**src/rtl/ascon_ctrl_fsm.sv**
```systemverilog
// Phase sequencer for the ASCON-128 encryption datapath: walks init (pa), AD (pb),
// plaintext blocks (pb) and finalization (pa), driving counter controls and datapath enables.
module ascon_ctrl_fsm #(
  parameter int NB_BLOCKS = 4
) (
  input  logic       clock_i,
  input  logic       resetb_i,
  input  logic       start_i,
  input  logic       data_valid_i,
  input  logic [3:0] round_i,
  input  logic [2:0] block_i,
  output logic       en_round_o,
  output logic       init_a_round_o,
  output logic       init_b_round_o,
  output logic       en_block_o,
  output logic       init_block_o,
  output logic       mux_select_o,
  output logic       en_reg_state_o,
  output logic       en_xor_data_o,
  output logic       en_xor_key_begin_o,
  output logic       en_xor_key_end_o,
  output logic       en_xor_lsb_o,
  output logic       en_cipher_o,
  output logic       en_tag_o,
  output logic       cipher_valid_o,
  output logic       done_o
);

  typedef enum logic [2:0] {
    IDLE     = 3'd0,
    INIT_RND = 3'd1,
    WAIT_AD  = 3'd2,
    AD_RND   = 3'd3,
    WAIT_PT  = 3'd4,
    PT_RND   = 3'd5,
    FIN_RND  = 3'd6,
    DONE     = 3'd7
  } state_t;

  // pa phases count 0..11, pb phases are loaded at 6 so every phase ends on 11
  localparam logic [3:0] FIRST_PA   = 4'd0;
  localparam logic [3:0] FIRST_PB   = 4'd6;
  localparam logic [3:0] LAST_ROUND = 4'd11;
  localparam logic [2:0] LAST_BLOCK = 3'(NB_BLOCKS - 1);

  state_t state_q, state_d;
  logic   cipher_valid_q;
  logic   last_round;
  logic   last_block;

  assign last_round     = (round_i == LAST_ROUND);
  assign last_block     = (block_i == LAST_BLOCK);
  assign cipher_valid_o = cipher_valid_q;

  always_ff @(posedge clock_i or negedge resetb_i) begin
    if (!resetb_i) begin
      state_q        <= IDLE;
      cipher_valid_q <= 1'b0;
    end else begin
      state_q        <= state_d;
      cipher_valid_q <= en_cipher_o;
    end
  end

  always_comb begin
    state_d = state_q;
    case (state_q)
      IDLE, DONE: if (start_i) state_d = INIT_RND;
      INIT_RND:   if (last_round) state_d = WAIT_AD;
      WAIT_AD:    if (data_valid_i) state_d = AD_RND;
      AD_RND:     if (last_round) state_d = WAIT_PT;
      WAIT_PT: begin
        // the final block is absorbed by the finalization permutation itself
        if (data_valid_i) state_d = last_block ? FIN_RND : PT_RND;
      end
      PT_RND:     if (last_round) state_d = WAIT_PT;
      FIN_RND:    if (last_round) state_d = DONE;
      default:    state_d = IDLE;
    endcase
  end

  always_comb begin
    en_round_o         = 1'b0;
    init_a_round_o     = 1'b0;
    init_b_round_o     = 1'b0;
    en_block_o         = 1'b0;
    init_block_o       = 1'b0;
    mux_select_o       = 1'b0;
    en_reg_state_o     = 1'b0;
    en_xor_data_o      = 1'b0;
    en_xor_key_begin_o = 1'b0;
    en_xor_key_end_o   = 1'b0;
    en_xor_lsb_o       = 1'b0;
    en_cipher_o        = 1'b0;
    en_tag_o           = 1'b0;
    done_o             = 1'b0;
    case (state_q)
      IDLE, DONE: begin
        done_o = (state_q == DONE);
        if (start_i) begin
          en_round_o     = 1'b1;
          init_a_round_o = 1'b1;
          en_block_o     = 1'b1;
          init_block_o   = 1'b1;
        end
      end
      INIT_RND: begin
        en_reg_state_o   = 1'b1;
        en_round_o       = 1'b1;
        mux_select_o     = (round_i == FIRST_PA);
        en_xor_key_end_o = last_round;
      end
      WAIT_AD: begin
        if (data_valid_i) begin
          en_round_o     = 1'b1;
          init_b_round_o = 1'b1;
        end
      end
      AD_RND: begin
        en_reg_state_o = 1'b1;
        en_round_o     = 1'b1;
        en_xor_data_o  = (round_i == FIRST_PB);
        en_xor_lsb_o   = last_round;
      end
      WAIT_PT: begin
        if (data_valid_i) begin
          en_round_o     = 1'b1;
          init_a_round_o = last_block;
          init_b_round_o = !last_block;
        end
      end
      PT_RND: begin
        en_reg_state_o = 1'b1;
        en_round_o     = 1'b1;
        en_xor_data_o  = (round_i == FIRST_PB);
        en_cipher_o    = (round_i == FIRST_PB);
        en_block_o     = last_round;
      end
      FIN_RND: begin
        en_reg_state_o     = 1'b1;
        en_round_o         = 1'b1;
        en_xor_data_o      = (round_i == FIRST_PA);
        en_cipher_o        = (round_i == FIRST_PA);
        en_xor_key_begin_o = (round_i == FIRST_PA);
        en_xor_key_end_o   = last_round;
        en_tag_o           = last_round;
      end
      default: ;
    endcase
  end

endmodule
```
**config.mk**
```make
export PLATFORM = sky130hd
export DESIGN_NAME = ascon_ctrl_fsm
export DESIGN_NICKNAME = d
export VERILOG_FILES = /design/src/rtl/ascon_ctrl_fsm.sv
export SDC_FILE = /design/constraint.sdc
export NUM_CORES = 1
export LEC_CHECK = 0
export BUFFER_PORTS_ARGS = -buffer_cell sky130_fd_sc_hd__buf_2
export CAP_MARGIN = 15
export CORE_AREA = 2 2 39 41
export DETAILED_ROUTE_END_ITERATION = 8
export DIE_AREA = 0 0 41 43
export PLACE_DENSITY = 0.67
export SETUP_SLACK_MARGIN = 0.4
export SLEW_MARGIN = 20
export SYNTH_ARGS = -nofsm -noshare
export SYNTH_HDL_FRONTEND = slang
export SYNTH_SLANG_ARGS = --single-unit
```
**constraint.sdc**
```tcl
create_clock -name clock_i -period 3.97 [get_ports clock_i]
set_input_delay 0.397 -clock clock_i [delete_from_list [all_inputs] [get_ports clock_i]]
set_output_delay 0.397 -clock clock_i [all_outputs]
set_load 0.03 [all_outputs]
```
==> key figures, run 1 <==
Cells and area
  • Area growth syn-to-layout: 35.4%
  • Final Instance Count excl. Fillers: 99
  • Register area: 100 um2
  • Share of cells above drive strength 1: 0.386
  • # fillers: 156
  • Multi-input gate area: 313 um2
  • Final layout net count: 96
  • Ant. Diodes: 0

Critical path
  • Crit Reg-Reg Endpoint: state_q[1]
  • Setup crit end: en_cipher_o
  • CP max-delay cell: dfrtp_1
  • Cell depth of the worst flop-to-flop path: 4
  • Launch point of the critical path: state_q[0]
  • Reg2reg setup slack: 2270 ps
  • Max FO, Critical Path: 15
  • WP data arrival: 1850 ps
  • Critical Path RT: 3570 ps
  • Family with the most delay on the worst path: simple AND/OR/NAND/NOR gates
  • Worst path max stage delay: 580 ps
  • Critical setup path kind: flop to output port
  • Critical path depth in cells: 4
  • Worst path bufs/invs: 1
  • Crit-path cells: nor2b_1, a31oi_1, nor4b_1, buf_2
  • FF-to-FF Start: state_q[2]
  • Startpoint types: flop
  • Crit path capture type: output port

Yosys
  • Top post-synthesis cells by area: dfrtp_1 23%, nor2_1 5.9%, a21oi_1 5.7%
  • Area share of the largest cell type after synthesis: 0.227
  • Sequential element share of the synthesized area: 0.227
  • Number of warnings issued by yosys: 0
  • Leading cell types by count after synthesis: 7 x nor2_1, 5 x a21oi_1, 4 x dfrtp_1, 4 x nor3_1
  • Mapped cell area: 442 um2
  • Yosys cell types: 31
  • Main synth FF type: dfrtp_1
  • Seq cells post-synth: 4
  • EDFF count, synth: 0
  • Net Count, Synth: 68
  • Leading area contributor after synthesis: dfrtp_1
  • Cell count after synthesis: 57
  • Most common cell in the netlist: nor2_1
  • Syn_area_per_cell: 7.75 um2
  • Ys async rst share: 1.00

Placed design
  • RD Place Congestion: 0.751
  • Dpl cells: 95
  • Hpwl dp: 877 um
  • Input/output buffers: 25
  • DP Worst Slack: 1960 ps

STA
  • Final Critical Period: 2240 ps
  • Rel. slew slack: 0.722
  • Hold Vio Cnt, Final: 0
  • Final period utilization: 0.565
  • PnR worst setup slack: 1730 ps
  • Least-Margin Pin Slew: 418 ps
  • Final slew viol count: 0
  • RSZ-0062 raised after global routing: no
  • Worst hold slack: 367 ps
  • TNS Setup: 0 ps
  • FMAX: 446 MHz
  • Skew final: 0.0491 ps
  • Setup Viol. Count Final: 0

Run status
  • Status: complete, no violations

Floorplanning
  • Die width: 41 um
  • Core Box Area: 0.00138 mm2
  • Die area: 0.00176 mm2
  • IO Pins: 26
  • Initial Util: 0.319
  • Die span in y: 43 um
  • Standard-cell rows: 14

Power and ir drop
  • Clock network fraction of total power: 0.116
  • Int Power: 0.000203 W
  • Power Density: 707 mW/mm2
  • Logic pwr share: 0.633
  • Sequential Power Share: 0.251
  • Static leakage: 0.296 nW
  • Switching share of power: 0.520
  • Psw: 0.000220 W
  • VDD IR-drop max: 0.375 mV

Detailed routing
  • Routed wl met2: 525 um
  • WL per Instance: 11.2 um
  • Max Used Layer: met4
  • WL met3: 64 um
  • Pre-antenna DRT Iters: 4
  • Met1 WL: 482 um
  • Wirelength, routed: 1110 um
  • Vias after detailed routing: 532
  • Via density: 5.37
  • Initial DRC Count: 8
  • Post-route DRC: 0
  • Routed Antenna Nets: 0

Global route
  • First-pass GRT wire length: 1810 um
  • Number of global-route vias before repair: 434
  • Initial antenna violation count: 0
  • GRT Util Overall: 0.153
  • Largest net degree at the start of global routing: 17
  • Total global routing overflow: 0

CTS
  • TritonCTS buffer count: 3
  • Clk slew on worst S/H paths: 30 ps
  • CTS root buf: clkbuf_4
  • Clock sink count: 4
  • CTS tree: done
  • CTS Buffer Depth: 2
  • Clk Latency, worst-skew pair: 230 ps
  • H-tree depth: 1

Run
  • Max cap viols: 0

Hold path
  • Hold path start: start_i
  • Min-delay worst type: input port to flop
## final cells by class
type / count / share of cell area
well taps: 16 / 0.0335
inverters: 2 / 0.0126
clock buffers: 3 / 0.0377
repair buffers: 26 / 0.226
flip-flops and latches: 4 / 0.167
multi-input cells: 48 / 0.523
## stage by stage
stage	utilization	cell area, um2	total power, W
after floorplan	-	442	0.000325
after global routing	0.432	598	0.000465
after CTS	0.432	598	0.000428
after global placement	0.409	566	0.000371
after detailed placement	0.409	566	0.000375
final	0.432	598	0.000423
## flip-flops by register name (all words and copies together) (netlist names)
name / count
state_q: 3
cipher_valid_o: 1
## worst min path at each step
stage                           to  cells after the start
floorplan           cipher_valid_o                      0
global route            state_q[2]                      2
finish                  state_q[2]                      2
global placement        state_q[2]                      1
CTS                     state_q[2]                      2
detailed placement      state_q[2]                      1
## cell usage in the layout, fill, tap and decap left out, drive strengths merged
| master | instances |
|---|---|
| a211oi | 2 |
| a21oi | 5 |
| a221o | 1 |
| a31oi | 1 |
| and3 | 1 |
| and3b | 1 |
| and4b | 1 |
| buf | 25 |
| clkbuf | 3 |
| dfrtp | 4 |
| dlygate4sd3 | 1 |
| inv | 2 |
| mux2 | 1 |
| nand2 | 3 |
| nand2b | 2 |
| nand3b | 1 |
| nand4 | 1 |
| nand4b | 1 |
| nor2 | 7 |
| nor2b | 3 |
| nor3 | 4 |
| nor4b | 2 |
| o21a | 1 |
| o21ai | 4 |
| o21ba | 1 |
| o22a | 1 |
| o41ai | 1 |
| or2 | 1 |
| or4 | 1 |
| xnor2 | 1 |
## cells by family (layout without fill, tap and decap cells)
family                 after synthesis  after routing  share of synthesized area
multiplexers                         1              1                     0.0340
AND/OR/NAND/NOR                     29             29                      0.391
flip-flops                           4              4                      0.227
buffers and inverters                5             31                     0.0652
XOR/XNOR                             1              1                     0.0198
AO/OA/AOI/OAI                       17             17                      0.263
## layer usage
metal  vias up  GRT usage
met5         -          0
met4         0      0.120
met3         4     0.0157
met2        18      0.225
met1       240      0.192
li1        270          -
## power by group through the flow
stage	Combinational (W)	Clock, W	Sequential (W)
after floorplan	0.000251	0	0.0000745
after global routing	0.000296	0.0000547	0.000114
after CTS	0.000271	0.0000521	0.000105
final	0.000268	0.0000490	0.000106
after detailed placement	0.000269	0	0.000106
after global placement	0.000266	0	0.000105
## what timing repair did
action	4_1_cts	5_1_grt
gates resized for setup	0	0
buffers inserted	0	0
hold buffers	1	0
endpoints found under the hold margin	4	0
Note: power is estimated with default switching activity, not from simulation.
==> run 2: changes to the inputs <==
==> constraint.sdc (replaced) <==
create_clock -name clock_i -period 2.15 [get_ports clock_i]
set_input_delay 0.215 -clock clock_i [delete_from_list [all_inputs] [get_ports clock_i]]
set_output_delay 0.215 -clock clock_i [all_outputs]
set_load 0.03 [all_outputs]
==> run 2 against run 1 <==
  * Clock skew up 3.4 ps
  * Worst setup slack worse by 1300 ps
  * Flip-flop and latch count unchanged
==> key figures, run 2 (synthesis results as in run 1) <==
Global route
  • Largest net degree at the start of global routing: 17 (unchanged)
  • GRT Util Overall: 0.148 (was 0.153)
  • First-pass GRT wire length: 1800 um (was 1810 um)
  • Number of global-route vias before repair: 444 (was 434)
  • Initial antenna violation count: 0 (unchanged)
  • Total global routing overflow: 0 (unchanged)

Critical path
  • Cell depth of the worst flop-to-flop path: 5 (was 4)
  • Family with the most delay on the worst path: simple AND/OR/NAND/NOR gates (unchanged)
  • Cell mode on critical path: buf_6
  • Crit Reg-Reg Endpoint: state_q[1] (unchanged)
  • WP data arrival: 1530 ps (was 1850 ps)
  • Reg2reg setup slack: 500 ps (was 2270 ps)
  • Critical Path RT: 1930 ps (was 3570 ps)
  • Crit path capture type: output port (unchanged)
  • CP max-delay cell: dfrtp_2 (was dfrtp_1)
  • Critical setup path kind: flop to output port (unchanged)
  • Worst path bufs/invs: 2 (was 1)
  • Crit-path cells: buf_6, nor2b_4, a31oi_1, nor4b_4, buf_6 (was nor2b_1, a31oi_1, nor4b_1, buf_2)
  • Startpoint types: flop (unchanged)
  • Worst path max stage delay: 430 ps (was 580 ps)
  • Max FO, Critical Path: 6 (was 15)
  • FF-to-FF Start: state_q[1] (was state_q[2])

Floorplanning
  • Die area: 0.00176 mm2 (unchanged)
  • Standard-cell rows: 14 (unchanged)
  • IO Pins: 26 (unchanged)
  • Initial Util: 0.319 (unchanged)
  • Die span in y: 43 um (unchanged)
  • Die width: 41 um (unchanged)
  • Core Box Area: 0.00138 mm2 (unchanged)

Detailed routing
  • WL per Instance: 12.3 um (was 11.2 um)
  • Vias after detailed routing: 571 (was 532)
  • Pre-antenna DRT Iters: 2 (was 4)
  • Via density: 5.24 (was 5.37)
  • Routed Antenna Nets: 0 (unchanged)
  • Post-route DRC: 0 (unchanged)
  • Initial DRC Count: 9 (was 8)
  • Wirelength, routed: 1340 um (was 1110 um)

Hold path
  • Min-delay worst type: input port to flop (unchanged)
  • Hold path start: start_i (unchanged)
  • Hold EP: state_q[2] (unchanged)
  • Worst hold path stage count: 2 (unchanged)

Run status
  • Status: complete, no violations (unchanged)

CTS
  • CTS Buffer Depth: 2 (unchanged)
  • Clk Latency, worst-skew pair: 230 ps (about the same)
  • Clock sink count: 4 (unchanged)
  • CTS root buf: clkbuf_4 (unchanged)
  • TritonCTS buffer count: 3 (unchanged)
  • Clk slew on worst S/H paths: 40 ps (was 30 ps)
  • CTS tree: done (unchanged)
  • H-tree depth: 1 (unchanged)

Cells and area
  • Ant. Diodes: 0 (unchanged)
  • Reg with most FFs: state_q (unchanged)
  • Commonest non-fill, non-tap cell in the layout: buf_2 (unchanged)
  • Final layout net count: 106 (was 96)
  • Most frequent cells in the layout: 20 x buf_2, 12 x buf_4, 7 x nor2_1 (was 25 x buf_2, 7 x nor2_1, 5 x a21oi_1)
  • Share of cells above drive strength 1: 0.548 (was 0.386)
  • Finished Cell Area: 752 um2 (was 598 um2)
  • Area growth syn-to-layout: 70.3% (was 35.4%)
  • Max reg flops: 3 (unchanged)
  • # fillers: 135 (was 156)

Placed design
  • RD Place Congestion: 0.730 (was 0.751)
  • Input/output buffers: 25 (unchanged)
  • Hpwl dp: 887 um (was 877 um)
  • Post-place instance area: 601 um2 (was 566 um2)

STA
  • Rel. slew slack: 0.779 (was 0.722)
  • Final period utilization: 0.814
  • FMAX: 572 MHz
  • Setup Viol. Count Final: 0 (unchanged)
  • Final Critical Period: 1750 ps
  • Least-Margin Pin Slew: 330 ps (was 418 ps)
  • Final slew viol count: 0 (unchanged)
  • TNS Setup: 0 ps (unchanged)
  • RSZ-0062 raised after global routing: yes (was no)
  • Hold Vio Cnt, Final: 0 (unchanged)
  • Skew final: 3.48 ps (was 0.0491 ps)

Power and ir drop
  • Static leakage: 0.373 nW (was 0.296 nW)
  • VDD IR-drop max: 0.702 mV (was 0.375 mV)
  • Power Density: 1350 mW/mm2 (was 707 mW/mm2)

Run
  • Max cap viols: 0 (unchanged)
## run 2: changes by cell type in the layout (fill, tap and decap cells not counted), sizes merged
cell,change
buf,+9
clkbuf,+1
## run 2: layer usage
layer	vias up	track usage	wire length [um]
met4	0	0.0800	0
met5	-	0	0
li1	285	-	-
met2	20	0.250	700
met3	0	0	60
met1	266	0.180	577
## run 2: how the worst max path moves through the flow
stage,start,to,cells past startpoint
after floorplan,state_q[1],en_block_o,4
after global placement,state_q[0],en_cipher_o,4
after detailed placement,state_q[0],en_cipher_o,4
after CTS,state_q[0],en_cipher_o,5
after global routing,state_q[0],en_cipher_o,5
final,state_q[0],en_cipher_o,5
## run 2: repair_timing
item / CTS / global route
hold buffers: 1 / 0
endpoints found under the setup margin: 9 / 7
resized for setup: 11 / 7
buffers inserted: 6 / 4
pin swaps: 0 / 0
hold endpoints to repair: 4 / 0
## run 2: through the flow
stage	std cells	hold WS [ps]	utilization	worst slack, ps	power, W
floorplan	57	-80.6	-	448	0.000630
global placement	95	20.6	0.434	369	0.000722
detailed placement	95	20.9	0.434	372	0.000726
CTS	105	196	0.509	405	0.000943
global route	109	204	0.543	318	0.00108
finish	109	199	0.543	401	0.00101
## run 2: layout make-up
type / count / area (um2) / area share
Multi-Input combinational cell: 48 / 370 / 0.493
Timing Repair Buffer: 36 / 228 / 0.303
Sequential cell: 4 / 104 / 0.138
Clock buffer: 3 / 22.5 / 0.0300
Tap cell: 16 / 20.0 / 0.0266
Inverter: 2 / 7.51 / 0.00998
## run 2: report_power, final
group	internal [W]	total, W	switching (W)
combinational	0.000361	0.000746	0.000385
clock	0.0000622	0.0000899	0.0000276
sequential	0.000111	0.000179	0.0000677
total	0.000534	0.00101	0.000480
